**config.mk**
```make
export PLATFORM = sky130hd
export DESIGN_NAME = fp16_dot_acc
export DESIGN_NICKNAME = d
export VERILOG_FILES = /design/src/rtl/fp16_pkg.sv /design/src/rtl/fp16_lzc.sv /design/src/rtl/fp16_dot_acc.sv
export SDC_FILE = /design/constraint.sdc
export NUM_CORES = 1
export LEC_CHECK = 0
export ABC_AREA = 1
export ABC_CLOCK_PERIOD_IN_PS = 6400
export CAP_MARGIN = 20
export CORE_ASPECT_RATIO = 1.4
export CORE_MARGIN = 3
export CORE_UTILIZATION = 60
export CTS_BUF_LIST = sky130_fd_sc_hd__clkbuf_4 sky130_fd_sc_hd__clkbuf_8
export DETAILED_ROUTE_END_ITERATION = 10
export PLACE_DENSITY = 0.87
export SLEW_MARGIN = 20
export SYNTH_ARGS = -nofsm -noshare
export SYNTH_HDL_FRONTEND = slang
export SYNTH_SLANG_ARGS = --single-unit
```
**constraint.sdc**
```tcl
create_clock -name clk -period 6.4 [get_ports clk]
set_clock_uncertainty 0.2 [all_clocks]
set_input_delay 0.64 -clock clk [delete_from_list [all_inputs] [get_ports clk]]
set_output_delay 0.64 -clock clk [all_outputs]
set_load 0.01 [all_outputs]
```
**src/rtl/fp16_pkg.sv**
```systemverilog
// ---------------------------------------------------------------------------
// fp16_pkg
//   Shared fp16 definitions for the dot-product accumulator: field widths,
//   exponent bias, the largest finite magnitude, field-extract helpers and
//   the accumulator FSM state encoding.
//   fp16 layout: sign[15], exp[14:10] (bias 15), frac[9:0].
// ---------------------------------------------------------------------------
package fp16_pkg;

   localparam int          FP16_EXP_W   = 5;
   localparam int          FP16_FRAC_W  = 10;
   localparam int          FP16_BIAS    = 15;
   localparam logic [14:0] FP16_MAX_FIN = 15'h7BFF;

   typedef enum logic [2:0] {
      ST_WAIT,
      ST_ALIGN,
      ST_ADD,
      ST_NORM,
      ST_OUT
   } state_e;

   function automatic logic fp16_sign(input logic [15:0] x);
      return x[15];
   endfunction

   function automatic logic [FP16_EXP_W-1:0] fp16_exp(input logic [15:0] x);
      return x[14:10];
   endfunction

   function automatic logic [FP16_FRAC_W-1:0] fp16_frac(input logic [15:0] x);
      return x[9:0];
   endfunction

   // exp==0 encodes zero; subnormals are flushed to zero as well.
   function automatic logic fp16_is_zero(input logic [15:0] x);
      return (x[14:10] == '0);
   endfunction

endpackage

```
**src/rtl/fp16_lzc.sv**
```systemverilog
// ---------------------------------------------------------------------------
// fp16_lzc
//   Combinational leading-zero counter. Counts zeros from the MSB of data_i
//   down to the first set bit; an all-zero input returns W.
// Ports:
//   data_i   in   W    word to scan
//   count_o  out  CW   number of leading zeros (0..W)
// ---------------------------------------------------------------------------
module fp16_lzc #(
   parameter int W  = 15,
   parameter int CW = $clog2(W + 1)
) (
   input  logic [W-1:0]  data_i,
   output logic [CW-1:0] count_o
);

   // NOTE: the output is assigned a default before the loop, so every path
   // drives it and no latch is inferred.
   always_comb begin
      count_o = CW'(W);
      // Scanning upward lets the highest set bit overwrite lower ones.
      for (int i = 0; i < W; i++) begin
         if (data_i[i]) count_o = CW'(W - 1 - i);
      end
   end

endmodule

```
**src/rtl/fp16_dot_acc.sv**
```systemverilog
// ---------------------------------------------------------------------------
// fp16_dot_acc
//   Sums a packet of fp16 products (closed by in_last_i) through a four-step
//   ALIGN/ADD/NORM datapath and returns one fp16 sum plus the element count
//   per packet. One product is accepted every four cycles.
//   Build option: define FP16_DOT_ACC_RNE_EN for round-to-nearest-even;
//   otherwise results are truncated (round toward zero).
// Ports:
//   clk          in   1      clock, rising edge
//   rst_n        in   1      synchronous active-low reset
//   in_valid_i   in   1      product valid
//   in_ready_o   out  1      product can be accepted (state WAIT)
//   in_data_i    in   16     fp16 product
//   in_last_i    in   1      final product of a packet
//   out_valid_o  out  1      result valid
//   out_ready_i  in   1      consumer accepts result
//   out_sum_o    out  16     fp16 packet sum
//   out_count_o  out  CNT_W  products in the packet (saturating)
// ---------------------------------------------------------------------------
module fp16_dot_acc
   import fp16_pkg::*;
#(
   parameter int CNT_W = 8,
   parameter int GRD_W = 3
) (
   input  logic             clk,
   input  logic             rst_n,
   input  logic             in_valid_i,
   output logic             in_ready_o,
   input  logic [15:0]      in_data_i,
   input  logic             in_last_i,
   output logic             out_valid_o,
   input  logic             out_ready_i,
   output logic [15:0]      out_sum_o,
   output logic [CNT_W-1:0] out_count_o
);

   localparam int MW  = 11 + GRD_W;       // hidden bit + frac + guard bits
   localparam int SW  = MW + 1;           // sum with carry-out
   localparam int LZW = $clog2(SW + 1);
   localparam int EW  = 8;                // signed working exponent

   state_e           state_q;
   logic             in_ready_q;
   logic             out_valid_q;
   logic [15:0]      out_sum_q;
   logic [CNT_W-1:0] out_count_q;
   logic [15:0]      acc_q;
   logic [CNT_W-1:0] cnt_q;

   logic [15:0]      in_data_q;
   logic             in_last_q;
   logic             a_sign_q;
   logic             b_sign_q;
   logic [4:0]       a_exp_q;
   logic [MW-1:0]    a_man_q;
   logic [MW-1:0]    b_man_q;
   logic [SW-1:0]    sum_q;

   // ------------------------------------------------------------------
   // ALIGN: order operands by magnitude, shift the smaller one right.
   // ------------------------------------------------------------------
   logic [14:0]   x_mag;
   logic [14:0]   y_mag;
   logic          swap;
   logic [15:0]   op_a;
   logic [15:0]   op_b;
   logic [4:0]    exp_diff;
   logic [MW-1:0] a_man_d;
   logic [MW-1:0] b_man_raw;
   logic [MW-1:0] b_man_d;

   always_comb begin
      x_mag     = fp16_is_zero(acc_q)     ? '0 : acc_q[14:0];
      y_mag     = fp16_is_zero(in_data_q) ? '0 : in_data_q[14:0];
      swap      = (y_mag > x_mag);
      op_a      = swap ? {fp16_sign(in_data_q), y_mag} : {fp16_sign(acc_q), x_mag};
      op_b      = swap ? {fp16_sign(acc_q), x_mag} : {fp16_sign(in_data_q), y_mag};
      a_man_d   = (op_a[14:0] == '0) ? '0 : {1'b1, fp16_frac(op_a), {GRD_W{1'b0}}};
      b_man_raw = (op_b[14:0] == '0) ? '0 : {1'b1, fp16_frac(op_b), {GRD_W{1'b0}}};
      exp_diff  = fp16_exp(op_a) - fp16_exp(op_b);
      if (32'(exp_diff) >= MW) begin
         // Everything falls off the end; only the sticky bit survives.
         b_man_d = {{(MW-1){1'b0}}, |b_man_raw};
      end else begin
         b_man_d    = b_man_raw >> exp_diff;
         b_man_d[0] = b_man_d[0] | (|(b_man_raw & ~({MW{1'b1}} << exp_diff)));
      end
   end

   // ------------------------------------------------------------------
   // NORM: normalise, round, then clamp to zero / max finite.
   // ------------------------------------------------------------------
   logic [LZW-1:0]       lzc;
   logic [SW-1:0]        sum_shl;
   logic [MW-1:0]        norm_man;
   logic signed [EW-1:0] norm_exp;
   logic signed [EW-1:0] res_exp;
   logic                 rnd_up;
   logic [11:0]          rnd_man;
   logic [15:0]          res_d;
   logic [CNT_W-1:0]     cnt_inc;

   fp16_lzc #(
      .W  (SW),
      .CW (LZW)
   ) u_lzc (
      .data_i  (sum_q),
      .count_o (lzc)
   );

   always_comb begin
      // Shifting so the leading one lands in the carry position covers both
      // cases: lzc=0 (carry-out) folds bit 0 into sticky, lzc>0 shifts in zeros.
      sum_shl  = sum_q << lzc;
      norm_man = {sum_shl[SW-1:2], sum_shl[1] | sum_shl[0]};
      norm_exp = EW'(a_exp_q) + EW'(1) - EW'(lzc);
`ifdef FP16_DOT_ACC_RNE_EN
      rnd_up   = norm_man[GRD_W-1] & ((|norm_man[GRD_W-2:0]) | norm_man[GRD_W]);
`else
      rnd_up   = 1'b0;
`endif
      rnd_man  = {1'b0, norm_man[MW-1:GRD_W]} + 12'(rnd_up);
      res_exp  = rnd_man[11] ? norm_exp + EW'(1) : norm_exp;
      if (sum_q == '0 || res_exp <= 0) begin
         res_d = 16'h0000;
      end else if (res_exp >= 31) begin
         res_d = {a_sign_q, FP16_MAX_FIN};
      end else begin
         res_d = {a_sign_q, res_exp[4:0], (rnd_man[11] ? rnd_man[10:1] : rnd_man[9:0])};
      end
      cnt_inc = (&cnt_q) ? cnt_q : cnt_q + 1'b1;
   end

   // ------------------------------------------------------------------
   // Control FSM and architectural state.
   // ------------------------------------------------------------------
   // NOTE: sequential state uses non-blocking assignments so every register
   // samples pre-edge values regardless of statement order.
   always_ff @(posedge clk) begin
      if (!rst_n) begin
         state_q     <= ST_WAIT;
         in_ready_q  <= 1'b1;
         out_valid_q <= 1'b0;
         out_sum_q   <= '0;
         out_count_q <= '0;
         acc_q       <= '0;
         cnt_q       <= '0;
      end else begin
         case (state_q)
            ST_WAIT: begin
               if (in_valid_i) begin
                  state_q    <= ST_ALIGN;
                  in_ready_q <= 1'b0;
               end
            end
            ST_ALIGN: state_q <= ST_ADD;
            ST_ADD:   state_q <= ST_NORM;
            ST_NORM: begin
               acc_q <= res_d;
               cnt_q <= cnt_inc;
               if (in_last_q) begin
                  state_q     <= ST_OUT;
                  out_valid_q <= 1'b1;
                  out_sum_q   <= res_d;
                  out_count_q <= cnt_inc;
               end else begin
                  state_q    <= ST_WAIT;
                  in_ready_q <= 1'b1;
               end
            end
            ST_OUT: begin
               if (out_ready_i) begin
                  state_q     <= ST_WAIT;
                  in_ready_q  <= 1'b1;
                  out_valid_q <= 1'b0;
                  acc_q       <= '0;
                  cnt_q       <= '0;
               end
            end
            default: begin
               state_q    <= ST_WAIT;
               in_ready_q <= 1'b1;
            end
         endcase
      end
   end

   // NOTE: the staging registers below carry no reset; each is written in the
   // state before the one that reads it, so stale contents are never used.
   always_ff @(posedge clk) begin
      if (state_q == ST_WAIT && in_valid_i) begin
         in_data_q <= in_data_i;
         in_last_q <= in_last_i;
      end
      if (state_q == ST_ALIGN) begin
         a_sign_q <= fp16_sign(op_a);
         b_sign_q <= fp16_sign(op_b);
         a_exp_q  <= fp16_exp(op_a);
         a_man_q  <= a_man_d;
         b_man_q  <= b_man_d;
      end
      if (state_q == ST_ADD) begin
         // |A| >= |B| after ALIGN, so the difference never goes negative.
         sum_q <= (a_sign_q == b_sign_q) ? ({1'b0, a_man_q} + {1'b0, b_man_q})
                                         : ({1'b0, a_man_q} - {1'b0, b_man_q});
      end
   end

   assign in_ready_o  = in_ready_q;
   assign out_valid_o = out_valid_q;
   assign out_sum_o   = out_sum_q;
   assign out_count_o = out_count_q;

endmodule

```
Word level (Yosys, flattened, before mapping)

Cells that the tools add are included.

Add/subtract/negate cells: 6
Magnitude comparators: 4
Equality and inequality tests: 9
Shift operators: 3
Mux-type cells: 41
Bitwise operators: 4
Reductions and logical operators: 18

Operators by type and width:

| operator                                                           | count |
|---|---|
| 2-to-1 mux 16 bit                                                  | 4 |
| 2-to-1 mux 15 bit                                                  | 4 |
| logical NOT 15 bit                                                 | 3 |
| 2-to-1 mux 4 bit                                                   | 8 |
| one-hot mux 16 bit (2 select lines)                                | 1 |
| 2-to-1 mux 14 bit                                                  | 2 |
| OR reduction 14 bit                                                | 2 |
| 2-to-1 mux 3 bit                                                   | 7 |
| 2-to-1 mux 8 bit                                                   | 2 |
| one-hot mux 8 bit (2 select lines)                                 | 1 |
| adder 14 x 14 -> 15 bit                                            | 1 |
| > comparator 15 bit                                                | 1 |
| one-hot mux 3 bit (5 select lines)                                 | 1 |
| << shifter 15 x 4 -> 14 bit                                        | 1 |
| subtractor 14 x 14 -> 15 bit                                       | 1 |
| bitwise AND 14 bit                                                 | 1 |
| inverter 14 bit                                                    | 1 |
| << shifter 14 x 5 -> 14 bit (first input constant)                 | 1 |
| right shift 14 x 5 -> 14 bit                                       | 1 |
| logical NOT 5 bit                                                  | 2 |
| adder 8 x 1 -> 8 bit (second input constant)                       | 1 |
| != test 2 bit (second input constant)                              | 4 |
| AND reduction 8 bit                                                | 1 |
| greater-or-equal comparator 7 x 6 -> 1 bit (second input constant) | 1 |
| other kinds (23)                                                   | 33 |

Register bits after elaboration: 120
Input port bits: 21
Output and inout port bits: 26
Logic and storage cells: 102

Depth between registers and ports, before layout

Gate-level depths: netlist of the first run.

Depth after elaboration: 20
Depth in mapped cells: 30
Mapped depth without buffers: 29

Hierarchy

Synthesis of the first run repeated with hierarchy kept, for this count alone.

Cell total of the unflattened synthesis: 1040
Area total of the unflattened synthesis: 7717.4 µm²

Modules (own cells, without submodules):

| module       | times used | cells each | area each (µm²) | sequential area each (µm²) |
|---|---|---|---|---|
| fp16_dot_acc | 1          | 999        | 7536.0          | 2982.9 |
| fp16_lzc     | 1          | 41         | 181.4           | 0.0 |

Worst setup path after synthesis of the first run

No wires, ideal clock.

Path kind: register -> register
Start point: register in_data_q[10]
End point: register b_man_q[1], data pin
Library setup time: 0.259 ns
Data arrival time: 3.325 ns
Data required time: 5.941 ns
Slack: 2.616 ns
Cell stages (with the launch flop): 22
Path buffers: 1
Period minus slack after synthesis: 3.784 ns
Path through: edfxtp_1 -> nor3_1 -> nand3_1 -> nand2_1 -> inv_1 -> ha_1 -> a21oi_1 -> o21ai_1 -> a21oi_1 -> nand2_2 -> nand2_4 -> nand2_1 -> o21ai_1 -> nand3_1 -> ha_1 -> buf_1 -> mux2i_1 -> nand2_1 -> o21ai_1 -> nand2_1 -> nand2_1 -> a21oi_1

Word-level cells in the longest chain between the ends: 7
Elaborated cells between the ends (all ways): 10

RTL lines:

| element                                                                     | RTL line            | text |
|---|---|---|
| from (decl)                                                                 | fp16_dot_acc.sv:51  | `logic [15:0] in_data_q;` |
| from (signal assigned)                                                      | fp16_dot_acc.sv:193 | `in_data_q <= in_data_i;` |
| logical NOT 5 bit                                                           | fp16_pkg.sv:37      | `return (x[14:10] == '0);` |
| 2-to-1 mux 15 bit *                                                         | fp16_dot_acc.sv:75  | `y_mag = fp16_is_zero(in_data_q) ? '0 : in_data_q[14:0];` |
| parallel branches: the longest is 5 deep, another holds > comparator 15 bit | -                   |  |
| to (signal assigned)                                                        | fp16_dot_acc.sv:201 | `b_man_q <= b_man_d;` |
| to (decl)                                                                   | fp16_dot_acc.sv:57  | `logic [MW-1:0] b_man_q;` |

Every way passes the cells marked *.
A chain may end at the register's enable or synchronous reset.

Final worst setup path of the first run

Start point: register in_data_q[10]
End point: register b_man_q[0], data pin

Word-level cells in the longest chain between the ends: 11
Elaborated cells between the ends (all ways): 17

RTL lines:

| element                                     | RTL line                               | text |
|---|---|---|
| logical NOT 5 bit                           | fp16_pkg.sv:37                         |  |
| 2-to-1 mux 15 bit *                         | fp16_dot_acc.sv:75                     |  |
| > comparator 15 bit                         | fp16_dot_acc.sv:76                     | `swap = (y_mag > x_mag);` |
| 2-to-1 mux 16 bit, on equally long branches | fp16_dot_acc.sv:77, fp16_dot_acc.sv:78 |  |
| subtractor 5 bit                            | fp16_dot_acc.sv:81                     | `exp_diff = fp16_exp(op_a) - fp16_exp(op_b);` |
| << shifter 14 x 5 -> 14 bit                 | fp16_dot_acc.sv:87                     | `b_man_d[0] = b_man_d[0] \| (\|(b_man_raw & ~({MW{1'b1}} << exp_diff)));` |
| inverter 14 bit                             | fp16_dot_acc.sv:87                     |  |
| bitwise AND 14 bit                          | fp16_dot_acc.sv:87                     |  |
| OR reduction 14 bit                         | fp16_dot_acc.sv:87                     |  |
| OR 1 bit                                    | fp16_dot_acc.sv:87                     |  |
| 2-to-1 mux 1 bit *                          | fp16_dot_acc.sv:82                     | `if (32'(exp_diff) >= MW) begin` |
| named net b_man_d[0]                        | fp16_dot_acc.sv:71                     | `logic [MW-1:0] b_man_d;` |

Mark *: on every way through the listed nets, which the timed path passes. The rest lies on a longest branch.

==> impl_metrics.csv, run 1 <==
group,metric,value,unit
place,hpwlAfterDp,13600,microns
worst_setup_path,crit_type,"reg2reg",
worst_setup_path,start_kind,"flop",
place,port_buffers,46,
worst_setup_path,path_buf_inv,2,
final_layout,n_antenna_cell,0,
sta,max_slew_margin,38.8,%
synthesis,syn-mean-instance-area,7.44,sq um
global_route,grt_pass1_vias,6390,
routing,wl_per_cell,14.9,microns
power,p_per_area,294,nW/um^2
worst_setup_path,r2r_end,"b_man_q[0]",
floorplanning,die_h,138,microns
routing,vias,6787,
clocking,cts_hold_buf,0,
floorplanning,rows,47,
global_route,grt_overflow_total,0,
sta,min_period_over_period,76.5,%
global_route,grt_use_total,26.6,%
floorplanning,start_util,62.1,%
worst_setup_path,critPathTopFamily,"simple AND/OR/NAND/NOR gates",
min_path,holdPathStages,2,
synthesis,synth_adder_area_share,7.09,%
final_layout,area_delta_synth_final,12.0,%
run,drv_cap,0,
synthesis,synthFlopType,"edfxtp_1",
routing,wirelength,17800,microns
sta,rsz0062_at_grt,"no",
worst_setup_path,worstPathRequired,6390,ps
clocking,clock_latency,450,ps
synthesis,ys_async_sr_fraction,0,%
floorplanning,die_area,13800,sq um
place,dp.cells,1162,
synthesis,ys_seq_area_share,40.1,%
clocking,cts_tree,"done",
clocking,clkSlewWorstSetupHoldPaths,80,ps
sta,finalSetupViolCount,0,
worst_setup_path,critPathMaxStageDelay,600,ps
place,place.gp.congestion,0.973,
routing,dr.pass1.iters,5,
worst_setup_path,path_cells,"nor3_1 > nand3_1 > nand2_1 > inv_1 > ha_1 > a21oi_1 > o21ai_1 > a21oi_1 > nand2_2 > nand2_4 > nand2_1 > o21ai_1 > nand3_1 > ha_1 > inv_1 > o21ai_0 > nand2_1 > nand2_1 > nand2_1 > nand3_1 > nand2_1",
global_route,antenna_found_initial,0,
floorplanning,core,12000,sq um
sta,fmax,0.204,GHz
min_path,worstHoldStart,"out_valid_o",
sta,drv_slew,0,
routing,drc_errors,0,
synthesis,synth.distinct_cells,48,
worst_setup_path,worstPathMaxFanout,59,
global_route,grt_pass1_wl,29200,microns
routing,drt_iter0_markers,441,
worst_setup_path,rr_worst_depth,21,
clocking,postCtsSetupBuffers,0,
worst_setup_path,timing.reg2reg.setup_slack,1510,ps
routing,ant_nets,0,
status,status,"finished clean",
sta,tightest_slew,917,ps
global_route,grt_max_degree,60,
clocking,cts_root_buf,"clkbuf_8",
worst_setup_path,critPathCaptureType,"flop",
synthesis,synth_seq_cells,117,
synthesis,syn_area,7440,sq um
synthesis,synth_nets,1063,
power,irDropWorstVdd,0.166,mV
worst_setup_path,cpMostUsedCell,"nand2_1",
final_layout,final_common_cell,"nand2_1",
clocking,cts_buffers,17,
final_layout,drive_above_1_share,6.88,%
synthesis,yosys_warnings,0,
clocking,htreeDepth,4,
worst_setup_path,r2r_start,"in_data_q[10]",
power,p_leak,3.67,nW
synthesis,syn_inst,1001,
synthesis,yosys.area_share.simple,27.3,%
synthesis,synth_edf_count,64,
routing,viasPerCell,5.68,
final_layout,final_cell_mix,"nand2_1, inv_1, nand3_1",
final_layout,final_nets,1096,
clocking,cts_buffer_depth,2,
worst_setup_path,worstPathArrival,4890,ps
synthesis,synth_compound_area_share,13.4,%
sta,min_period,4890,ps
floorplanning,io_pins,47,
sta,setup_tns,0,ps
synthesis,synth.area.mux_share,0.269,%
min_path,hold_class,"reg2reg",
worst_setup_path,critPathSlowestCell,"ha_1",
final_layout,post-route-util,69.5,%
final_layout,fin_cells,1194,
synthesis,synth_xor_area_share,3.41,%
synthesis,synth_top_family_by_area,"simple AND/OR/NAND/NOR gates",
clocking,cts_repair_resize_count,0,
clocking,clock-sinks,117,
sta,hold_viol_final,0,
floorplanning,die_w,100,microns
min_path,min_to,"out_valid_o",
-- through the flow --
stage	worst slack [ps]	total power, mW	hold slack (ps)	cell area, sq um
after floorplan	2620	1.60	245	7440
after global placement	1750	1.77	253	7950
after detailed placement	1560	1.79	268	7950
after CTS	1530	2.44	284	8340
after global routing	861	2.60	297	8340
final	1510	2.45	278	8340
-- cells by family (layout without fill, tap and decap cells) --
group	Yosys count	after routing
and+or+nand+nor	473	473
AOI/OAI and AO/OA	185	185
buffers and inverters	154	200
DFF	117	117
adders and majority gates	41	41
xor gates and xnor gates	29	29
muxes	2	2
-- worst min-delay path, delay by kind of cell, from the launching register on --
family             cells  cell delay, ps
AOI/OAI and AO/OA      1              50
DFF                    1             320
and+or+nand+nor        1              60
-- power by group --
group | internal (mW) | switching [mW] | leakage, nW | total (mW)
Clock | 0.292 | 0.361 | 0.192 | 0.653
Sequential | 0.891 | 0.0429 | 1.03 | 0.934
Combinational | 0.293 | 0.568 | 2.45 | 0.861
Total | 1.48 | 0.972 | 3.67 | 2.45
-- flip-flops by register name, indices dropped and copies added, names as in the netlist, 3 cells and up --
signal and count:
state_q 3, out_sum_o 16, in_data_q 16, a_exp_q 5, cnt_q 8, out_count_o 8, sum_q 15, a_man_q 11
b_man_q 14, acc_q 16
-- layout make-up --
cell class	instances	area, sq um
timing repair buffer	51	498
multi-input combinational	730	3850
tap	147	184
fill	962	3660
clock buffer	17	234
sequential	117	2980
clock inverter	15	151
inverter	117	439
-- cell usage after synthesis, types with 2 or more instances --
master	number	area, sq um
buf_2	4	20.0
xnor2_1	9	78.8
nor3_1	12	60.1
edfxtp_1	64	1920
a21oi_1	78	390
xor2_1	20	175
o21ai_0	62	310
mux2i_1	2	20.0
o21ai_1	20	100
nand2_4	2	22.5
inv_2	4	15.0
nor2_1	69	259
dfxtp_1	53	1060
o21a_1	2	15.0
nand3_1	87	435
clkinv_1	2	7.51
nor3_2	3	30.0
or2_2	4	25.0
inv_1	111	417
clkbuf_1	24	90.1
buf_1	3	11.3
nor4_1	4	25.0
o21ai_2	5	43.8
ha_1	39	488
buf_8	3	45.0
nand4_1	5	31.3
nand2_2	8	50.1
fa_1	2	40.0
nand2_1	269	1010
o31ai_1	3	22.5
o211ai_1	3	22.5
o21bai_1	7	52.6
nor2_2	3	18.8
-- worst max path at each step --
stage / cells past startpoint / start / slack, ps / end
after floorplan: 21 / in_data_q[10] / 2620 / b_man_q[1]
after global placement: 21 / in_data_q[10] / 1750 / b_man_q[0]
after detailed placement: 21 / in_data_q[10] / 1560 / b_man_q[0]
after CTS: 21 / in_data_q[10] / 1530 / b_man_q[0]
after global routing: 23 / in_data_q[10] / 860 / b_man_q[0]
final: 21 / in_data_q[10] / 1510 / b_man_q[0]
-- layer usage --
metal / up-vias / track usage (%) / part of all wire [%] / wire length (microns)
li1: 3387 / - / - / -
met1: 3072 / 29.8 / 39 / 6990
met2: 259 / 47.6 / 51 / 9080
met3: 69 / 4.41 / 4.9 / 876
met4: 0 / 14.6 / 4.8 / 857
met5: - / 0 / 0 / 0
(Power assumes the default switching activity.)
==> run 2: changes to the inputs <==
--- a/config.mk
+++ b/config.mk
@@ -6,14 +6,14 @@
 export NUM_CORES = 1
 export LEC_CHECK = 0
 export ABC_AREA = 1
-export ABC_CLOCK_PERIOD_IN_PS = 6400
+export ABC_CLOCK_PERIOD_IN_PS = 4200
 export CAP_MARGIN = 20
 export CORE_ASPECT_RATIO = 1.4
 export CORE_MARGIN = 3
-export CORE_UTILIZATION = 60
+export CORE_UTILIZATION = 56
 export CTS_BUF_LIST = sky130_fd_sc_hd__clkbuf_4 sky130_fd_sc_hd__clkbuf_8
 export DETAILED_ROUTE_END_ITERATION = 10
-export PLACE_DENSITY = 0.87
+export PLACE_DENSITY = 0.85
 export SLEW_MARGIN = 20
 export SYNTH_ARGS = -nofsm -noshare
 export SYNTH_HDL_FRONTEND = slang
==> constraint.sdc (replaced) <==
create_clock -name clk -period 4.2 [get_ports clk]
set_clock_uncertainty 0.2 [all_clocks]
set_input_delay 0.42 -clock clk [delete_from_list [all_inputs] [get_ports clk]]
set_output_delay 0.42 -clock clk [all_outputs]
set_load 0.01 [all_outputs]
==> run 2 against run 1 <==
Largest cell class unchanged. Flip-flop and latch count is the same. Global-route usage shrank 1.1 points. Critical path type unchanged. Sequential power grew 52%. Fmax grew 17%. Critical endpoint is now b_man_q[8]. Critical path depth shrank 1.
==> impl_metrics.csv, run 2 (synthesis gave the netlist of run 1 again) <==
group,metric,value,unit
floorplanning,io_pins,47,
sta,fmax,0.238,GHz
routing,dr.pass1.iters,5,
sta,min_period,4200,ps
clocking,cts_root_buf,"clkbuf_8",
power,p_per_area,462,nW/um^2
run,drv_cap,0,
worst_setup_path,worstPathArrival,4190,ps
place,place.gp.congestion,1.01,
clocking,clock-sinks,117,
clocking,htreeDepth,4,
global_route,grt_max_degree,39,
min_path,hold_class,"reg2reg",
clocking,clock_latency,450,ps
routing,drc_errors,0,
final_layout,final_cell_mix,"nand2_1, inv_1, nand3_1",
place,dp_slack,-13.7,ps
worst_setup_path,critPathCaptureType,"flop",
power,finalPower,4.04,mW
routing,viasPerCell,5.58,
floorplanning,die_w,103,microns
routing,wirelength,19000,microns
worst_setup_path,start_kind,"flop",
final_layout,final_common_cell,"nand2_1",
routing,drt_iter0_markers,490,
routing,vias,6998,
sta,finalSetupViolCount,0,
clocking,cts_buffers,17,
sta,hold_viol_final,0,
sta,setup_slack,2.80,ps
clocking,cts_buffer_depth,2,
sta,tightest_slew,922,ps
final_layout,drive_above_1_share,10.3,%
final_layout,n_antenna_cell,0,
power,p_leak,3.87,nW
place,port_buffers,46,
power,irDropWorstVdd,0.304,mV
clocking,clkSlewWorstSetupHoldPaths,70,ps
floorplanning,die_h,142,microns
floorplanning,die_area,14700,sq um
sta,max_slew_margin,38.5,%
status,status,"finished clean",
worst_setup_path,worstPathMaxFanout,8,
global_route,grt_pass1_wl,29800,microns
sta,drv_slew,0,
floorplanning,core,12900,sq um
sta,min_period_over_period,99.9,%
global_route,grt_pass1_vias,6442,
final_layout,final_nets,1125,
routing,ant_nets,0,
global_route,grt_use_total,25.5,%
worst_setup_path,worstPathRequired,4190,ps
worst_setup_path,timing.reg2reg.setup_slack,3,ps
clocking,cts_tree,"done",
global_route,grt_overflow_total,0,
final_layout,area_delta_synth_final,17.7,%
sta,setup_tns,0,ps
place,hpwlAfterDp,13800,microns
floorplanning,rows,49,
worst_setup_path,crit_type,"reg2reg",
sta,hold_slack,278,ps
floorplanning,start_util,57.5,%
global_route,antenna_found_initial,0,
routing,wl_per_cell,15.1,microns
-- run 2: worst paths after layout --
kind,startpoint,end,cells past startpoint
setup / recovery,in_data_q[13],b_man_q[8],20
setup reg to reg,in_data_q[13],b_man_q[8],20
hold / removal,acc_q[8],acc_q[8],2
hold reg to reg,acc_q[8],acc_q[8],2
-- run 2: stage by stage --
step                      cell area (sq um)  util (%)  instances
final                                  8760      67.7       1254
after global routing                   8760      67.7       1254
after global placement                 8120      62.8       1209
after floorplan                        7440         -       1001
after detailed placement               8120      62.8       1209
after CTS                              8570      66.3       1241
-- run 2: critical path, cell delays in order, from the launching register on --
cell and delay [ps]:
edfxtp_1 460, nor3_4 250, nand3_2 180, nand2_1 160, inv_1 80, ha_1 320, nand4_2 150, nor3_1 220
nand2_1 110, nand2_2 130, nand2_4 90, o21ai_1 190, nand3_2 140, ha_4 180, inv_1 80, nand2_1 110
nand3_1 100, nand3_1 150, xor2_2 330, or2_4 250, nor2_1 60
-- run 2: power breakdown --
group | switching (mW) | internal, mW
sequential | 0.0649 | 1.36
clock | 0.493 | 0.678
combinational | 0.924 | 0.524
-- run 2: cell type report --
class / instances / area, sq um
Multi-Input combinational cell: 731 / 3940
Clock buffer: 19 / 255
Inverter: 117 / 442
Timing Repair Buffer: 79 / 724
Tap cell: 178 / 223
Fill cell: 1011 / 4180
Sequential cell: 117 / 2980
Clock inverter: 13 / 194
-- run 2: repair_timing --
item,in CTS,in global routing
buffers inserted,0,12
hold endpoints to repair,0,0
endpoints found under the setup margin,8,23
resized for setup,1,17
hold buffers,0,0
pin swaps,0,5
cloned,0,1
-- run 2: per-layer routing --
metal | vias up | routed length, microns | global-route usage (%)
met2 | 286 | 9650 | 44.0
met4 | 0 | 937 | 12.1
met3 | 77 | 1040 | 4.66
met5 | - | 0 | 0
met1 | 3199 | 7350 | 30.1
li1 | 3436 | - | -
==> run 3: changes to the inputs <==
--- a/config.mk
+++ b/config.mk
@@ -6,14 +6,13 @@
 export NUM_CORES = 1
 export LEC_CHECK = 0
 export ABC_AREA = 1
-export ABC_CLOCK_PERIOD_IN_PS = 4200
+export ABC_CLOCK_PERIOD_IN_PS = 5100
 export CAP_MARGIN = 20
-export CORE_ASPECT_RATIO = 1.4
 export CORE_MARGIN = 3
-export CORE_UTILIZATION = 56
+export CORE_UTILIZATION = 60
 export CTS_BUF_LIST = sky130_fd_sc_hd__clkbuf_4 sky130_fd_sc_hd__clkbuf_8
 export DETAILED_ROUTE_END_ITERATION = 10
-export PLACE_DENSITY = 0.85
+export PLACE_DENSITY = 0.87
 export SLEW_MARGIN = 20
 export SYNTH_ARGS = -nofsm -noshare
 export SYNTH_HDL_FRONTEND = slang
==> constraint.sdc (replaced) <==
create_clock -name clk -period 5.1 [get_ports clk]
set_clock_uncertainty 0.2 [all_clocks]
set_input_delay 0.51 -clock clk [delete_from_list [all_inputs] [get_ports clk]]
set_output_delay 0.51 -clock clk [all_outputs]
set_load 0.01 [all_outputs]
==> run 3 against run 2 <==
Utilization increased by 2.8 points. Sequential power decreased by 18%. Register-to-register slack improved by 360 ps. Wire length decreased by 3.9%. Power decreased by 18%. Worst setup slack improved by 360 ps. Non-clock buffer count decreased by 24. Combinational power decreased by 22%. Largest power group is now sequential cells. Highest routed layer unchanged.
==> impl_metrics.csv, run 3 (synthesis gave the netlist of run 1 again) <==
group,metric,value,unit
status,status,"finished clean",
routing,viasPerCell,5.67,
final_layout,final_cell_mix,"nand2_1, inv_1, nand3_1",
clocking,clkSlewWorstSetupHoldPaths,80,ps
worst_setup_path,path_buf_inv,4,
worst_setup_path,path_cells,"nor2_1 > inv_1 > nor3_1 > nor2_1 > nor2_1 > clkinv_1 > ha_1 > fa_1 > a21oi_1 > nor2_1 > nor2_1 > xor2_1 > o21ai_0 > nand2_1 > inv_1 > o21ai_0 > o22ai_1 > inv_1 > nor2_1",
routing,dr.pass1.iters,9,
clocking,cts_buffers,17,
global_route,antenna_found_initial,0,
floorplanning,die_h,117,microns
final_layout,final_common_cell,"nand2_1",
sta,finalSetupViolCount,0,
worst_setup_path,worstPathMaxFanout,10,
worst_setup_path,r2r_end,"acc_q[13]",
place,dp.cells,1184,
worst_setup_path,rr_worst_depth,19,
final_layout,fillCellCount,898,
place,place.gp.congestion,0.921,
sta,tightest_slew,917,ps
run,drv_cap,0,
sta,fmax,0.211,GHz
global_route,grt_max_degree,53,
min_path,min_to,"out_valid_o",
routing,drt_iter0_markers,742,
worst_setup_path,r2r_start,"sum_q[3]",
worst_setup_path,crit_type,"reg2reg",
final_layout,fin_cells,1219,
min_path,worstHoldStart,"out_valid_o",
final_layout,area_delta_synth_final,14.2,%
sta,min_period,4740,ps
sta,rsz0062_at_grt,"no",
floorplanning,start_util,61.7,%
floorplanning,core,12100,sq um
power,p_per_area,391,nW/um^2
worst_setup_path,critPathTopFamily,"simple AND/OR/NAND/NOR gates",
sta,max_slew_margin,38.8,%
min_path,hold_class,"reg2reg",
global_route,grt_overflow_total,0,
floorplanning,rows,40,
worst_setup_path,critPathCaptureType,"flop",
power,p_leak,3.73,nW
final_layout,drive_above_1_share,7.61,%
final_layout,design_area,8500,sq um
global_route,grt_use_total,26.5,%
clocking,clock-sinks,117,
place,hpwlAfterDp,12900,microns
worst_setup_path,worstPathRequired,5240,ps
global_route,grt_pass1_vias,6465,
floorplanning,die_area,13800,sq um
place,place_area,7990,sq um
clocking,cts_root_buf,"clkbuf_8",
final_layout,final_nets,1100,
clocking,clock_latency,460,ps
clocking,cts_buffer_depth,2,
clocking,cts_tree,"done",
worst_setup_path,critPathSlowestCell,"fa_1",
floorplanning,die_w,117,microns
power,irDropWorstVdd,0.250,mV
routing,wl_per_cell,15.0,microns
place,port_buffers,46,
sta,setup_slack,362,ps
routing,drc_errors,0,
min_path,holdPathStages,2,
worst_setup_path,start_kind,"flop",
sta,drv_slew,0,
sta,min_period_over_period,92.9,%
routing,ant_nets,0,
sta,setup_tns,0,ps
worst_setup_path,worstPathArrival,4870,ps
routing,wirelength,18300,microns
final_layout,n_antenna_cell,0,
floorplanning,io_pins,47,
worst_setup_path,timing.reg2reg.setup_slack,360,ps
worst_setup_path,cpMostUsedCell,"nor2_1",
worst_setup_path,critPathMaxStageDelay,470,ps
global_route,grt_pass1_wl,29900,microns
clocking,htreeDepth,4,
sta,hold_viol_final,0,
routing,vias,6912,
place,dp_slack,611,ps
[run 3: final cells by class]
type | instances | area (sq um) | share of cell area (%)
Clock inverter | 13 | 219 | 2.58
Clock buffer | 19 | 262 | 3.08
Sequential cell | 117 | 2980 | 35.1
Timing Repair Buffer | 55 | 528 | 6.21
Multi-Input combinational cell | 730 | 3860 | 45.4
Inverter | 117 | 443 | 5.21
Tap cell | 168 | 210 | 2.47
[run 3: power by group]
part           internal [mW]  switching (mW)  total, mW
Combinational          0.377           0.751       1.13
Clock                  0.616           0.414       1.03
Sequential              1.12          0.0522       1.17
Total                   2.11            1.22       3.33
[run 3: what timing repair did]
action                     CTS  global route
resized for setup            0             3
buffers inserted             0             3
hold buffers                 0             0
setup endpoints to repair    0             2
[run 3: how the worst max path moves through the flow]
stage / endpoint / cells after the start / startpoint / slack [ps]
6_report: acc_q[13] / 19 / sum_q[3] / 360
5_1_grt: acc_q[13] / 19 / sum_q[12] / 40
4_1_cts: acc_q[13] / 23 / sum_q[3] / 410
3_5_place_dp: acc_q[13] / 23 / sum_q[3] / 610
3_3_place_gp: b_man_q[0] / 21 / in_data_q[10] / 670
2_1_floorplan: b_man_q[1] / 21 / in_data_q[10] / 1320
[run 3: routing by layer]
| metal | vias to the layer above | part of all wire [%] | global-route usage [%] |
|---|---|---|---|
| li1 | 3377 | - | - |
| met2 | 295 | 48 | 43.6 |
| met4 | 0 | 3.0 | 11.5 |
| met3 | 50 | 7.4 | 6.27 |
| met1 | 3190 | 42 | 33.5 |
| met5 | - | 0 | 0 |
[run 3: worst reg2reg max path, delay by kind of cell, from the launching register on]
kind | cells | cell delay [ps]
DFF | 1 | 430
xor gates and xnor gates | 1 | 300
and+or+nand+nor | 8 | 1350
adders and majority gates | 2 | 880
AOI/OAI and AO/OA | 4 | 810
buffers and inverters | 4 | 650
[run 3: stage by stage]
step / util, % / hold WS (ps) / total power, mW
floorplan: - / 245 / 2.01
global placement: 66.2 / 252 / 2.23
detailed placement: 66.2 / 256 / 2.25
CTS: 70.2 / 267 / 3.29
global route: 70.5 / 295 / 3.51
finish: 70.5 / 266 / 3.33
